<file path="config.mk">
export PLATFORM = sky130hd
export DESIGN_NAME = ctrl_sequencer_flat
export DESIGN_NICKNAME = d
export VERILOG_FILES = /design/src/rtl/ctrl_sequencer_if.sv /design/src/rtl/ctrl_sequencer.sv /design/src/flat_wrapper.sv
export SDC_FILE = /design/constraint.sdc
export NUM_CORES = 1
export LEC_CHECK = 0
export ABC_CLOCK_PERIOD_IN_PS = 2460
export BUFFER_PORTS_ARGS = -buffer_cell sky130_fd_sc_hd__buf_2
export CAP_MARGIN = 20
export CORE_ASPECT_RATIO = 0.75
export CORE_MARGIN = 3
export CORE_UTILIZATION = 30
export CTS_CLUSTER_DIAMETER = 50
export DETAILED_ROUTE_END_ITERATION = 8
export HOLD_SLACK_MARGIN = 0.1
export PLACE_DENSITY = 0.62
export SLEW_MARGIN = 5
export SYNTH_ARGS = -nofsm -noshare
export SYNTH_HDL_FRONTEND = slang
export SYNTH_SLANG_ARGS = --single-unit
</file>
<file path="constraint.sdc">
create_clock -name clk -period 2.46 [get_ports clk]
set_input_delay 0 -clock clk [delete_from_list [all_inputs] [get_ports clk]]
set_output_delay 0 -clock clk [all_outputs]
set_load 0.005 [all_outputs]
</file>
<file path="src/rtl/ctrl_sequencer_if.sv">
// Decoder/datapath side of the accumulator-processor control unit.
// master = sequencer (reads instruction fields, drives strobes); slave = datapath.
interface ctrl_sequencer_if #(
   parameter int IR_BYTES = 4
);
   logic [2:0]          op_class;
   logic [1:0]          addr_mode;
   logic [1:0]          shift_kind;
   logic                dst_reg;
   logic                zero;
   logic                mem_ready;

   logic                memread;
   logic                memwrite;
   logic                ldAB;
   logic                ldBB;
   logic                ldSP;
   logic                pcwrite;
   logic                regwrite;
   logic                wrCPU;
   logic [IR_BYTES-1:0] irwrite;
   logic [1:0]          adrend;
   logic [1:0]          adrsrc;
   logic [1:0]          alusrca;
   logic [1:0]          alusrcb;
   logic [1:0]          stekSRC;
   logic [1:0]          srcmdr;
   logic [1:0]          pcsrc;
   logic [1:0]          aluop;
   logic [1:0]          branch;
   logic [2:0]          shiftsrc;
   logic [5:0]          state;
   logic                halted;
   logic                timeout;

   modport master (
      input  op_class, addr_mode, shift_kind, dst_reg, zero, mem_ready,
      output memread, memwrite, ldAB, ldBB, ldSP, pcwrite, regwrite, wrCPU,
             irwrite, adrend, adrsrc, alusrca, alusrcb, stekSRC, srcmdr,
             pcsrc, aluop, branch, shiftsrc, state, halted, timeout
   );

   modport slave (
      output op_class, addr_mode, shift_kind, dst_reg, zero, mem_ready,
      input  memread, memwrite, ldAB, ldBB, ldSP, pcwrite, regwrite, wrCPU,
             irwrite, adrend, adrsrc, alusrca, alusrcb, stekSRC, srcmdr,
             pcsrc, aluop, branch, shiftsrc, state, halted, timeout
   );
endinterface

</file>
<file path="src/rtl/ctrl_sequencer.sv">
// Multicycle Moore control unit: variable-length fetch, memory wait/timeout, branch sequencing.
// Define CTRL_STACK_EN to build the push/pop states; otherwise op_class 5/6 traps to ERR.
module ctrl_sequencer #(
   parameter int IR_BYTES = 4,
   parameter int WAIT_MAX = 15
) (
   input logic             clk,
   input logic             reset,
   ctrl_sequencer_if.master bus
);
   localparam int WW = (WAIT_MAX < 1) ? 1 : $clog2(WAIT_MAX + 1);

   localparam logic [5:0] SPINIT = 6'd0;
   localparam logic [5:0] FETCH0 = 6'd1;
   localparam logic [5:0] FETCH1 = 6'd2;
   localparam logic [5:0] FETCH2 = 6'd3;
   localparam logic [5:0] FETCH3 = 6'd4;
   localparam logic [5:0] DECODE = 6'd5;
   localparam logic [5:0] OPIMM  = 6'd6;
   localparam logic [5:0] OPREG  = 6'd7;
   localparam logic [5:0] MEM1   = 6'd8;
   localparam logic [5:0] MEM2   = 6'd9;
   localparam logic [5:0] PCR1   = 6'd10;
   localparam logic [5:0] PCR2   = 6'd11;
   localparam logic [5:0] PCR3   = 6'd12;
   localparam logic [5:0] PCR4   = 6'd13;
   localparam logic [5:0] PCR5   = 6'd14;
   localparam logic [5:0] ALURES = 6'd15;
   localparam logic [5:0] WB     = 6'd16;
   localparam logic [5:0] SHIFT  = 6'd17;
   localparam logic [5:0] SHRES  = 6'd18;
   localparam logic [5:0] JMP    = 6'd19;
   localparam logic [5:0] BZ     = 6'd20;
   localparam logic [5:0] BNZ    = 6'd21;
`ifdef CTRL_STACK_EN
   localparam logic [5:0] PUSH1  = 6'd22;
   localparam logic [5:0] PUSH2  = 6'd23;
   localparam logic [5:0] POP1   = 6'd24;
   localparam logic [5:0] POP2   = 6'd25;
   localparam logic [5:0] POP3   = 6'd26;
`endif
   localparam logic [5:0] PCINC  = 6'd27;
   localparam logic [5:0] HALT   = 6'd31;
   localparam logic [5:0] ERR    = 6'd63;

   localparam logic [5:0] FETCH_LAST = FETCH0 + 6'(IR_BYTES - 1);

   logic [5:0]          state_reg, state_next, adv_state;
   logic [WW-1:0]       wait_reg, wait_next;
   logic                is_mem;
   logic                fetch_ok;
   logic [IR_BYTES-1:0] irw;

   assign fetch_ok = (state_reg >= FETCH0) && (state_reg <= FETCH_LAST);

   // adv_state is where the state goes once any memory access has completed
   always_comb begin
      adv_state = SPINIT;
      is_mem    = 1'b0;
      case (state_reg)
         SPINIT: adv_state = FETCH0;
         FETCH0, FETCH1, FETCH2, FETCH3: begin
            if (fetch_ok) begin
               is_mem    = 1'b1;
               adv_state = (state_reg == FETCH_LAST) ? DECODE : state_reg + 6'd1;
            end
         end
         DECODE: begin
            case (bus.op_class)
               3'd0, 3'd1: begin
                  case (bus.addr_mode)
                     2'd0:    adv_state = OPIMM;
                     2'd1:    adv_state = OPREG;
                     2'd2:    adv_state = MEM1;
                     default: adv_state = PCR1;
                  endcase
               end
               3'd2: adv_state = JMP;
               3'd3: adv_state = BZ;
               3'd4: adv_state = BNZ;
`ifdef CTRL_STACK_EN
               3'd5: adv_state = PUSH1;
               3'd6: adv_state = POP1;
`else
               3'd5, 3'd6: adv_state = ERR;
`endif
               default: adv_state = HALT;
            endcase
         end
         OPIMM, OPREG, MEM2, PCR5:
            adv_state = (bus.op_class == 3'd1) ? SHIFT : ALURES;
         MEM1: begin
            is_mem    = 1'b1;
            adv_state = MEM2;
         end
         PCR1, PCR2, PCR3: adv_state = state_reg + 6'd1;
         PCR4: begin
            is_mem    = 1'b1;
            adv_state = PCR5;
         end
         ALURES: adv_state = bus.dst_reg ? WB : PCINC;
         WB:     adv_state = PCINC;
         SHIFT:  adv_state = SHRES;
         SHRES:  adv_state = PCINC;
         JMP:    adv_state = FETCH0;
         BZ:     adv_state = bus.zero ? FETCH0 : PCINC;
         BNZ:    adv_state = bus.zero ? PCINC : FETCH0;
`ifdef CTRL_STACK_EN
         PUSH1: begin
            is_mem    = 1'b1;
            adv_state = PUSH2;
         end
         PUSH2: adv_state = PCINC;
         POP1:  adv_state = POP2;
         POP2: begin
            is_mem    = 1'b1;
            adv_state = POP3;
         end
         POP3:  adv_state = PCINC;
`endif
         PCINC:  adv_state = FETCH0;
         HALT:   adv_state = HALT;
         ERR:    adv_state = ERR;
         default: adv_state = SPINIT;
      endcase
   end

   // A ready on the last permitted wait cycle still wins over the timeout
   always_comb begin
      state_next = adv_state;
      wait_next  = '0;
      if (is_mem && !bus.mem_ready) begin
         if (wait_reg == WW'(WAIT_MAX)) begin
            state_next = ERR;
         end else begin
            state_next = state_reg;
            wait_next  = wait_reg + WW'(1);
         end
      end
   end

   always_ff @(posedge clk) begin
      if (reset) begin
         state_reg <= SPINIT;
         wait_reg  <= '0;
      end else begin
         state_reg <= state_next;
         wait_reg  <= wait_next;
      end
   end

   generate
      for (genvar gi = 0; gi < IR_BYTES; gi++) begin : g_irw
         assign irw[gi] = (state_reg == FETCH0 + 6'(gi));
      end
   endgenerate

   logic       memread, memwrite, ldAB, ldBB, ldSP, pcwrite, regwrite, wrCPU;
   logic [1:0] adrend, adrsrc, alusrca, alusrcb, stekSRC, srcmdr, pcsrc, aluop, branch;
   logic [2:0] shiftsrc;
   logic       halted, timeout;

   always_comb begin
      {memread, memwrite, ldAB, ldBB, ldSP, pcwrite, regwrite, wrCPU} = '0;
      {adrend, adrsrc, alusrca, alusrcb, stekSRC, srcmdr, pcsrc, aluop, branch} = '0;
      shiftsrc = 3'd0;
      halted   = 1'b0;
      timeout  = 1'b0;
      case (state_reg)
         SPINIT: ldSP = 1'b1;
         FETCH0, FETCH1, FETCH2, FETCH3: begin
            if (fetch_ok) begin
               memread = 1'b1;
               alusrcb = 2'b01;
               adrend  = 2'(state_reg - FETCH0);
            end
         end
         OPIMM:  begin alusrcb = 2'b11; ldBB = 1'b1; end
         OPREG:  ldBB = 1'b1;
         MEM1:   begin adrsrc = 2'b01; memread = 1'b1; end
         MEM2:   begin alusrcb = 2'b01; ldBB = 1'b1; end
         PCR1:   begin alusrcb = 2'b10; ldBB = 1'b1; ldAB = 1'b1; end
         PCR2:   begin alusrcb = 2'b11; ldBB = 1'b1; aluop = 2'b01; end
         PCR3:   begin alusrca = 2'b01; ldAB = 1'b1; end
         PCR4:   begin adrsrc = 2'b10; memread = 1'b1; end
         PCR5:   begin alusrcb = 2'b01; ldBB = 1'b1; end
         ALURES: begin alusrca = 2'b01; ldAB = 1'b1; end
         WB:     regwrite = 1'b1;
         SHIFT:  shiftsrc = {1'b0, bus.shift_kind} + 3'd1;
         SHRES:  begin alusrca = 2'b10; ldAB = 1'b1; end
         JMP:    begin pcsrc = 2'b10; pcwrite = 1'b1; end
         BZ:     begin pcsrc = 2'b10; branch = 2'b01; end
         BNZ:    begin pcsrc = 2'b10; branch = 2'b10; end
`ifdef CTRL_STACK_EN
         PUSH1:  begin adrsrc = 2'b11; srcmdr = 2'b01; wrCPU = 1'b1; memwrite = 1'b1; end
         PUSH2:  begin stekSRC = 2'b10; ldSP = 1'b1; end
         POP1:   begin stekSRC = 2'b01; ldSP = 1'b1; end
         POP2:   begin adrsrc = 2'b11; memread = 1'b1; end
         POP3:   begin alusrcb = 2'b01; ldBB = 1'b1; ldAB = 1'b1; end
`endif
         PCINC:  begin pcsrc = 2'b01; pcwrite = 1'b1; end
         HALT:   halted = 1'b1;
         ERR:    timeout = 1'b1;
         default: ;
      endcase
   end

   assign bus.memread  = memread;
   assign bus.memwrite = memwrite;
   assign bus.ldAB     = ldAB;
   assign bus.ldBB     = ldBB;
   assign bus.ldSP     = ldSP;
   assign bus.pcwrite  = pcwrite;
   assign bus.regwrite = regwrite;
   assign bus.wrCPU    = wrCPU;
   assign bus.irwrite  = irw;
   assign bus.adrend   = adrend;
   assign bus.adrsrc   = adrsrc;
   assign bus.alusrca  = alusrca;
   assign bus.alusrcb  = alusrcb;
   assign bus.stekSRC  = stekSRC;
   assign bus.srcmdr   = srcmdr;
   assign bus.pcsrc    = pcsrc;
   assign bus.aluop    = aluop;
   assign bus.branch   = branch;
   assign bus.shiftsrc = shiftsrc;
   assign bus.state    = state_reg;
   assign bus.halted   = halted;
   assign bus.timeout  = timeout;
endmodule

</file>
<file path="src/flat_wrapper.sv">
// flat-port wrapper written by rule: the top's interface ports become plain ports
module ctrl_sequencer_flat 
#(
   parameter int IR_BYTES = 4,
   parameter int WAIT_MAX = 15
)
  (clk, reset, bus_op_class, bus_addr_mode, bus_shift_kind, bus_dst_reg, bus_zero, bus_mem_ready, bus_memread, bus_memwrite, bus_ldAB, bus_ldBB, bus_ldSP, bus_pcwrite, bus_regwrite, bus_wrCPU, bus_irwrite, bus_adrend, bus_adrsrc, bus_alusrca, bus_alusrcb, bus_stekSRC, bus_srcmdr, bus_pcsrc, bus_aluop, bus_branch, bus_shiftsrc, bus_state, bus_halted, bus_timeout);
  ctrl_sequencer_if #(.IR_BYTES(IR_BYTES)) bus_i ();
  input logic clk;
  input logic reset;
  input wire logic [$bits(bus_i.op_class)-1:0] bus_op_class;
  input wire logic [$bits(bus_i.addr_mode)-1:0] bus_addr_mode;
  input wire logic [$bits(bus_i.shift_kind)-1:0] bus_shift_kind;
  input wire logic [$bits(bus_i.dst_reg)-1:0] bus_dst_reg;
  input wire logic [$bits(bus_i.zero)-1:0] bus_zero;
  input wire logic [$bits(bus_i.mem_ready)-1:0] bus_mem_ready;
  output wire logic [$bits(bus_i.memread)-1:0] bus_memread;
  output wire logic [$bits(bus_i.memwrite)-1:0] bus_memwrite;
  output wire logic [$bits(bus_i.ldAB)-1:0] bus_ldAB;
  output wire logic [$bits(bus_i.ldBB)-1:0] bus_ldBB;
  output wire logic [$bits(bus_i.ldSP)-1:0] bus_ldSP;
  output wire logic [$bits(bus_i.pcwrite)-1:0] bus_pcwrite;
  output wire logic [$bits(bus_i.regwrite)-1:0] bus_regwrite;
  output wire logic [$bits(bus_i.wrCPU)-1:0] bus_wrCPU;
  output wire logic [$bits(bus_i.irwrite)-1:0] bus_irwrite;
  output wire logic [$bits(bus_i.adrend)-1:0] bus_adrend;
  output wire logic [$bits(bus_i.adrsrc)-1:0] bus_adrsrc;
  output wire logic [$bits(bus_i.alusrca)-1:0] bus_alusrca;
  output wire logic [$bits(bus_i.alusrcb)-1:0] bus_alusrcb;
  output wire logic [$bits(bus_i.stekSRC)-1:0] bus_stekSRC;
  output wire logic [$bits(bus_i.srcmdr)-1:0] bus_srcmdr;
  output wire logic [$bits(bus_i.pcsrc)-1:0] bus_pcsrc;
  output wire logic [$bits(bus_i.aluop)-1:0] bus_aluop;
  output wire logic [$bits(bus_i.branch)-1:0] bus_branch;
  output wire logic [$bits(bus_i.shiftsrc)-1:0] bus_shiftsrc;
  output wire logic [$bits(bus_i.state)-1:0] bus_state;
  output wire logic [$bits(bus_i.halted)-1:0] bus_halted;
  output wire logic [$bits(bus_i.timeout)-1:0] bus_timeout;
  assign bus_i.op_class = bus_op_class;
  assign bus_i.addr_mode = bus_addr_mode;
  assign bus_i.shift_kind = bus_shift_kind;
  assign bus_i.dst_reg = bus_dst_reg;
  assign bus_i.zero = bus_zero;
  assign bus_i.mem_ready = bus_mem_ready;
  assign bus_memread = bus_i.memread;
  assign bus_memwrite = bus_i.memwrite;
  assign bus_ldAB = bus_i.ldAB;
  assign bus_ldBB = bus_i.ldBB;
  assign bus_ldSP = bus_i.ldSP;
  assign bus_pcwrite = bus_i.pcwrite;
  assign bus_regwrite = bus_i.regwrite;
  assign bus_wrCPU = bus_i.wrCPU;
  assign bus_irwrite = bus_i.irwrite;
  assign bus_adrend = bus_i.adrend;
  assign bus_adrsrc = bus_i.adrsrc;
  assign bus_alusrca = bus_i.alusrca;
  assign bus_alusrcb = bus_i.alusrcb;
  assign bus_stekSRC = bus_i.stekSRC;
  assign bus_srcmdr = bus_i.srcmdr;
  assign bus_pcsrc = bus_i.pcsrc;
  assign bus_aluop = bus_i.aluop;
  assign bus_branch = bus_i.branch;
  assign bus_shiftsrc = bus_i.shiftsrc;
  assign bus_state = bus_i.state;
  assign bus_halted = bus_i.halted;
  assign bus_timeout = bus_i.timeout;
  ctrl_sequencer #(.IR_BYTES(IR_BYTES), .WAIT_MAX(WAIT_MAX)) u_core (.clk(clk), .reset(reset), .bus(bus_i));
endmodule
</file>
Word-level counts from Yosys, hierarchy flattened
Cells that the tools add are included.

Input bits: 12. Register bits: 10.

Reduce and logical (&&, ||, !) cells: 22. $lt $le $gt $ge: 2. Equality and inequality tests: 34. Add/sub/neg operators: 4. Bitwise gates (word level): 1. Mux-type cells: 30.

Operators with widths (number): one-hot mux 6 bit (14 select lines) (1); == test 6 x 4 -> 1 bit, second input constant (8); == test 6 x 5 -> 1 bit, second input constant (8); one-hot mux 6 bit (5 select lines) (1); == test 6 x 3 -> 1 bit, second input constant (4); two-way mux 6 bit (4); one-hot mux 2 bit (2 select lines) (4); OR reduction 2 bit (8); two-way mux 5 bit (3); == test 6 x 2 -> 1 bit, second input constant (2); one-hot mux 4 bit (3 select lines) (1); OR reduction 3 bit (4); OR reduction 4 bit (3); two-way mux 1 bit (10); == test 3 bit, second input constant (3); one-hot mux 2 bit (4 select lines) (1); adder 6 x 1 -> 6 bit, second input constant (1); == test 3 x 2 -> 1 bit, second input constant (2); == test 6 x 1 -> 1 bit, second input constant (1); == test 6 bit, second input constant (1); >= comparator 6 x 1 -> 1 bit, second input constant (1); <= comparator 6 x 3 -> 1 bit, second input constant (1); zero test 6 bit (1); OR reduction 6 bit (1); 17 further kinds (19).

Longest topological paths before layout
Depth after elaboration: 7. Mapped depth: 8.

Worst setup path before layout
OpenSTA, ideal clock, no wires.

Kind: register -> register. From: reg u_core.state_reg[0] (netlist: u_core.bus.state[0]). To: reg u_core.state_reg[1] (netlist: u_core.bus.state[1]). Setup slack: 0.434 ns. Library setup time: 0.139 ns. Arrival time: 1.887 ns. Cell stages (with the launch flop): 8. Data required time: 2.321 ns. Path buffers: 0. Path through: dfxtp_1 -> inv_1 -> ha_1 -> or4_4 -> nand4b_2 -> o32a_4 -> a21boi_1 -> a311oi_2.

Cells in the longest elaborated chain, start to end: 6.

RTL lines: from (decl) (RTL line ctrl_sequencer.sv:48) `logic [5:0] state_reg, state_next, adv_state;`; from (signal assigned) (RTL line ctrl_sequencer.sv:147) `state_reg <= state_next;`; parallel branches: the longest is 6 deep, another holds adder 6 x 1 -> 6 bit.

Several ways; the timed one is not identified. A chain may end at the register's enable or synchronous reset.

Final worst setup path
From: reg u_core.state_reg[1] (netlist: u_core.bus.state[1]). To: reg u_core.state_reg[1] (netlist: u_core.bus.state[1]).

The elaborated chain is that of the path after synthesis.

==> metrics.txt <==
run status finished, final reports clean; Largest register FFs 6; CP delay by family, top compound AO/OA/AOI/OAI gates; Clk Latency, worst-skew pair ~0.23 ns; crit path from u_core.bus.state[1]; RSZ-0062 raised after global routing no; ant diodes 0; FF/Latch Area between 200 and 250 um2; TritonCTS Sinks 10; Reg clk slew, reported paths around 0.04 ns; dominant cell type by area after synthesis dfxtp_1; ys async rst share 0%; area of the multi-input gates 1020 um2; Yosys warning total 0; R2R depth 7; layout cells sized above 1 35.0%; Util after Layout 39.6%; clk root buf clkbuf_8; Final #Nets 241; Syn Area/Cell 7.61 um2; nature of the critical path endpoint register; final hold viol count 0; largest net degree at the start of global routing 24; ANT nets after route 0; Leak ~0.80 nW; CP Buf/Inv Count 1; drt initial violations 108; synthesized area about 1400 um2; Final Max Slew Viols 0; setup slack, reg-to-reg 0.16 ns; final routed DRC violation total 0; top cells by area, synth dfxtp_1 (15%), ha_1 (6.4%), buf_4 (4.4%); via/cell ratio about 5.3; Synth Instances 179; Detailed Routing Iterations Pass 1 4; Post-synth top flop dfxtp_1; first-pass GRT wire length 6560 um; critical path class register to register; Hold Path End u_core.bus.state[1]; GRT Overall Usage between 10% and 20%; GRT overflow 0; Final Critical Period 2.30 ns; reg2reg start u_core.bus.state[1]; Initial Util around 32%; final worst-path cycle share a little over nine tenths; Die Width around 84 um; Hold Path Depth 2; die area 5400 um2; worst vdd ir 0.427 mV; Seq/Total Area, Yosys around 15%; area of the core about 4200 um2; Worst Setup Slack, final roughly 0.16 ns; worst r2r dst u_core.bus.state[1]; dpl hpwl between 3000 and 4000 um; crit-path max FO 12; PwrDens ~880 nW/um2; CP peak stage delay ~0.48 ns; Hold Path Class primary input to register; worst-path cell chain inv_1 -> ha_1 -> or4_4 -> nand4b_2 -> o32a_4 -> a21boi_1 -> a311oi_2; IO Port Bufs 45; Hold WS 0.113 ns; I/O pin cnt 53; CTS tree yes; critical path data required time 2.56 ns; WL/cell about 15 um; initial antenna violation count 0; clk_skew between 0.0004 and 0.0005 ns; Worst-Margin Slew between 0.5 and 0.6 ns; DP Worst Slack approximately 0.19 ns; slowest library cell on the worst path dfxtp_1; top-count cell post-synth nor2_1; Final GP Congestion about 0.94; Setup TNS 0 ns; total CTS buffers 3; Fmax 434 MHz; Final setup viols 0; Row Count 20; min-delay src reset; final total power roughly 1.5 mW; Post-synth EDFFs 0; slew margin rel. about three fifths; H-tree lvl count 1; Via Count about 1500; Filler Cells Inserted about 460; WP data arrival about 2.4 ns; maximum capacitance violations 0; top-area cell type share of the netlist area between 10% and 20%; Vert. Die Dim roughly 64 um; crit path launch type register; Synth Register Bits 10; Commonest cells post-synth nor2_1 (16), dfxtp_1 (10), nor3_1 (10); Synth cell types 60; Longest Clk Path Bufs 2; final wirelength 4060 um; vias in the first global route 1285; Synth-to-Final Area Change 22.0%
-- cell type report --
type	count	share of cell area, %
multi-input cells	147	61.6
repair buffers	54	18.4
flip-flops and latches	10	12.0
well taps	55	4.14
clock buffers	3	2.48
inverters	6	1.35
-- through the flow --
stage | area, um2 | instances
after CTS | 1660 | 275
final | 1660 | 275
after global routing | 1660 | 275
after detailed placement | 1620 | 272
after floorplan | 1390 | 185
after global placement | 1620 | 272
-- placed cells by master (no fill, tap or decap), types with 2 or more instances in the layout --
cell type	instances
o21ai_0	9
ha_1	6
a221oi_1	2
conb_1	7
nor4_1	3
inv_1	6
dfxtp_1	10
a2111oi_0	2
mux2i_1	2
and2_1	7
a21oi_1	6
nor2_1	16
and3_1	9
a211oi_1	3
nand4_1	2
nor3_1	10
nor2b_1	5
xor2_1	3
or2_2	2
a31o_2	2
nand2_1	5
nand3_1	4
nand2b_1	6
buf_2	45
o22ai_1	2
buf_4	8
clkbuf_8	3
a31oi_1	2
a22oi_1	2
-- repair_timing --
item	CTS	global route
buffers inserted	0	0
resized for setup	0	1
hold buffers	0	0
endpoints found under the setup margin	0	1
-- report_power, final --
part | internal (mW) | switching (mW)
registers | 0.198 | 0.0787
logic | 0.467 | 0.559
clock network | 0.106 | 0.0535
total | 0.770 | 0.691
-- cell families (layout without fill, tap and decap cells) --
group | count (synthesis) | in the layout | share of synthesized area, %
AND/OR/NAND/NOR | 84 | 84 | 38.5
AO/OA/AOI/OAI | 42 | 42 | 23.3
buffers and inverters | 28 | 63 | 11.9
flip-flops | 10 | 10 | 14.7
adder cells (fa/ha/maj) | 7 | 7 | 6.43
XOR/XNOR | 4 | 4 | 2.57
multiplexers | 3 | 3 | 2.30
other | 1 | 7 | 0.275
-- routing by layer --
layer / wire [um] / GRT usage (%) / part of all wire, % / vias up
met5: 0 / 0 / 0 / -
met4: 0 / 1.81 / 0 / 0
met3: 339 / 2.58 / 8.3 / 0
met2: 1760 / 21.7 / 43 / 60
met1: 1960 / 22.4 / 48 / 662
li1: - / - / - / 728
-- how the worst max path moves through the flow --
stage                                endpoint  slack, ns  cells past startpoint
after floorplan           u_core.bus.state[1]       0.43                      7
after global placement    u_core.bus.state[1]       0.26                      7
after detailed placement  u_core.bus.state[1]       0.19                      7
after CTS                 u_core.bus.state[1]       0.17                      7
after global routing      u_core.bus.state[2]     0.0006                      7
final                     u_core.bus.state[1]       0.16                      7
Power figures use the tool's default switching activity.
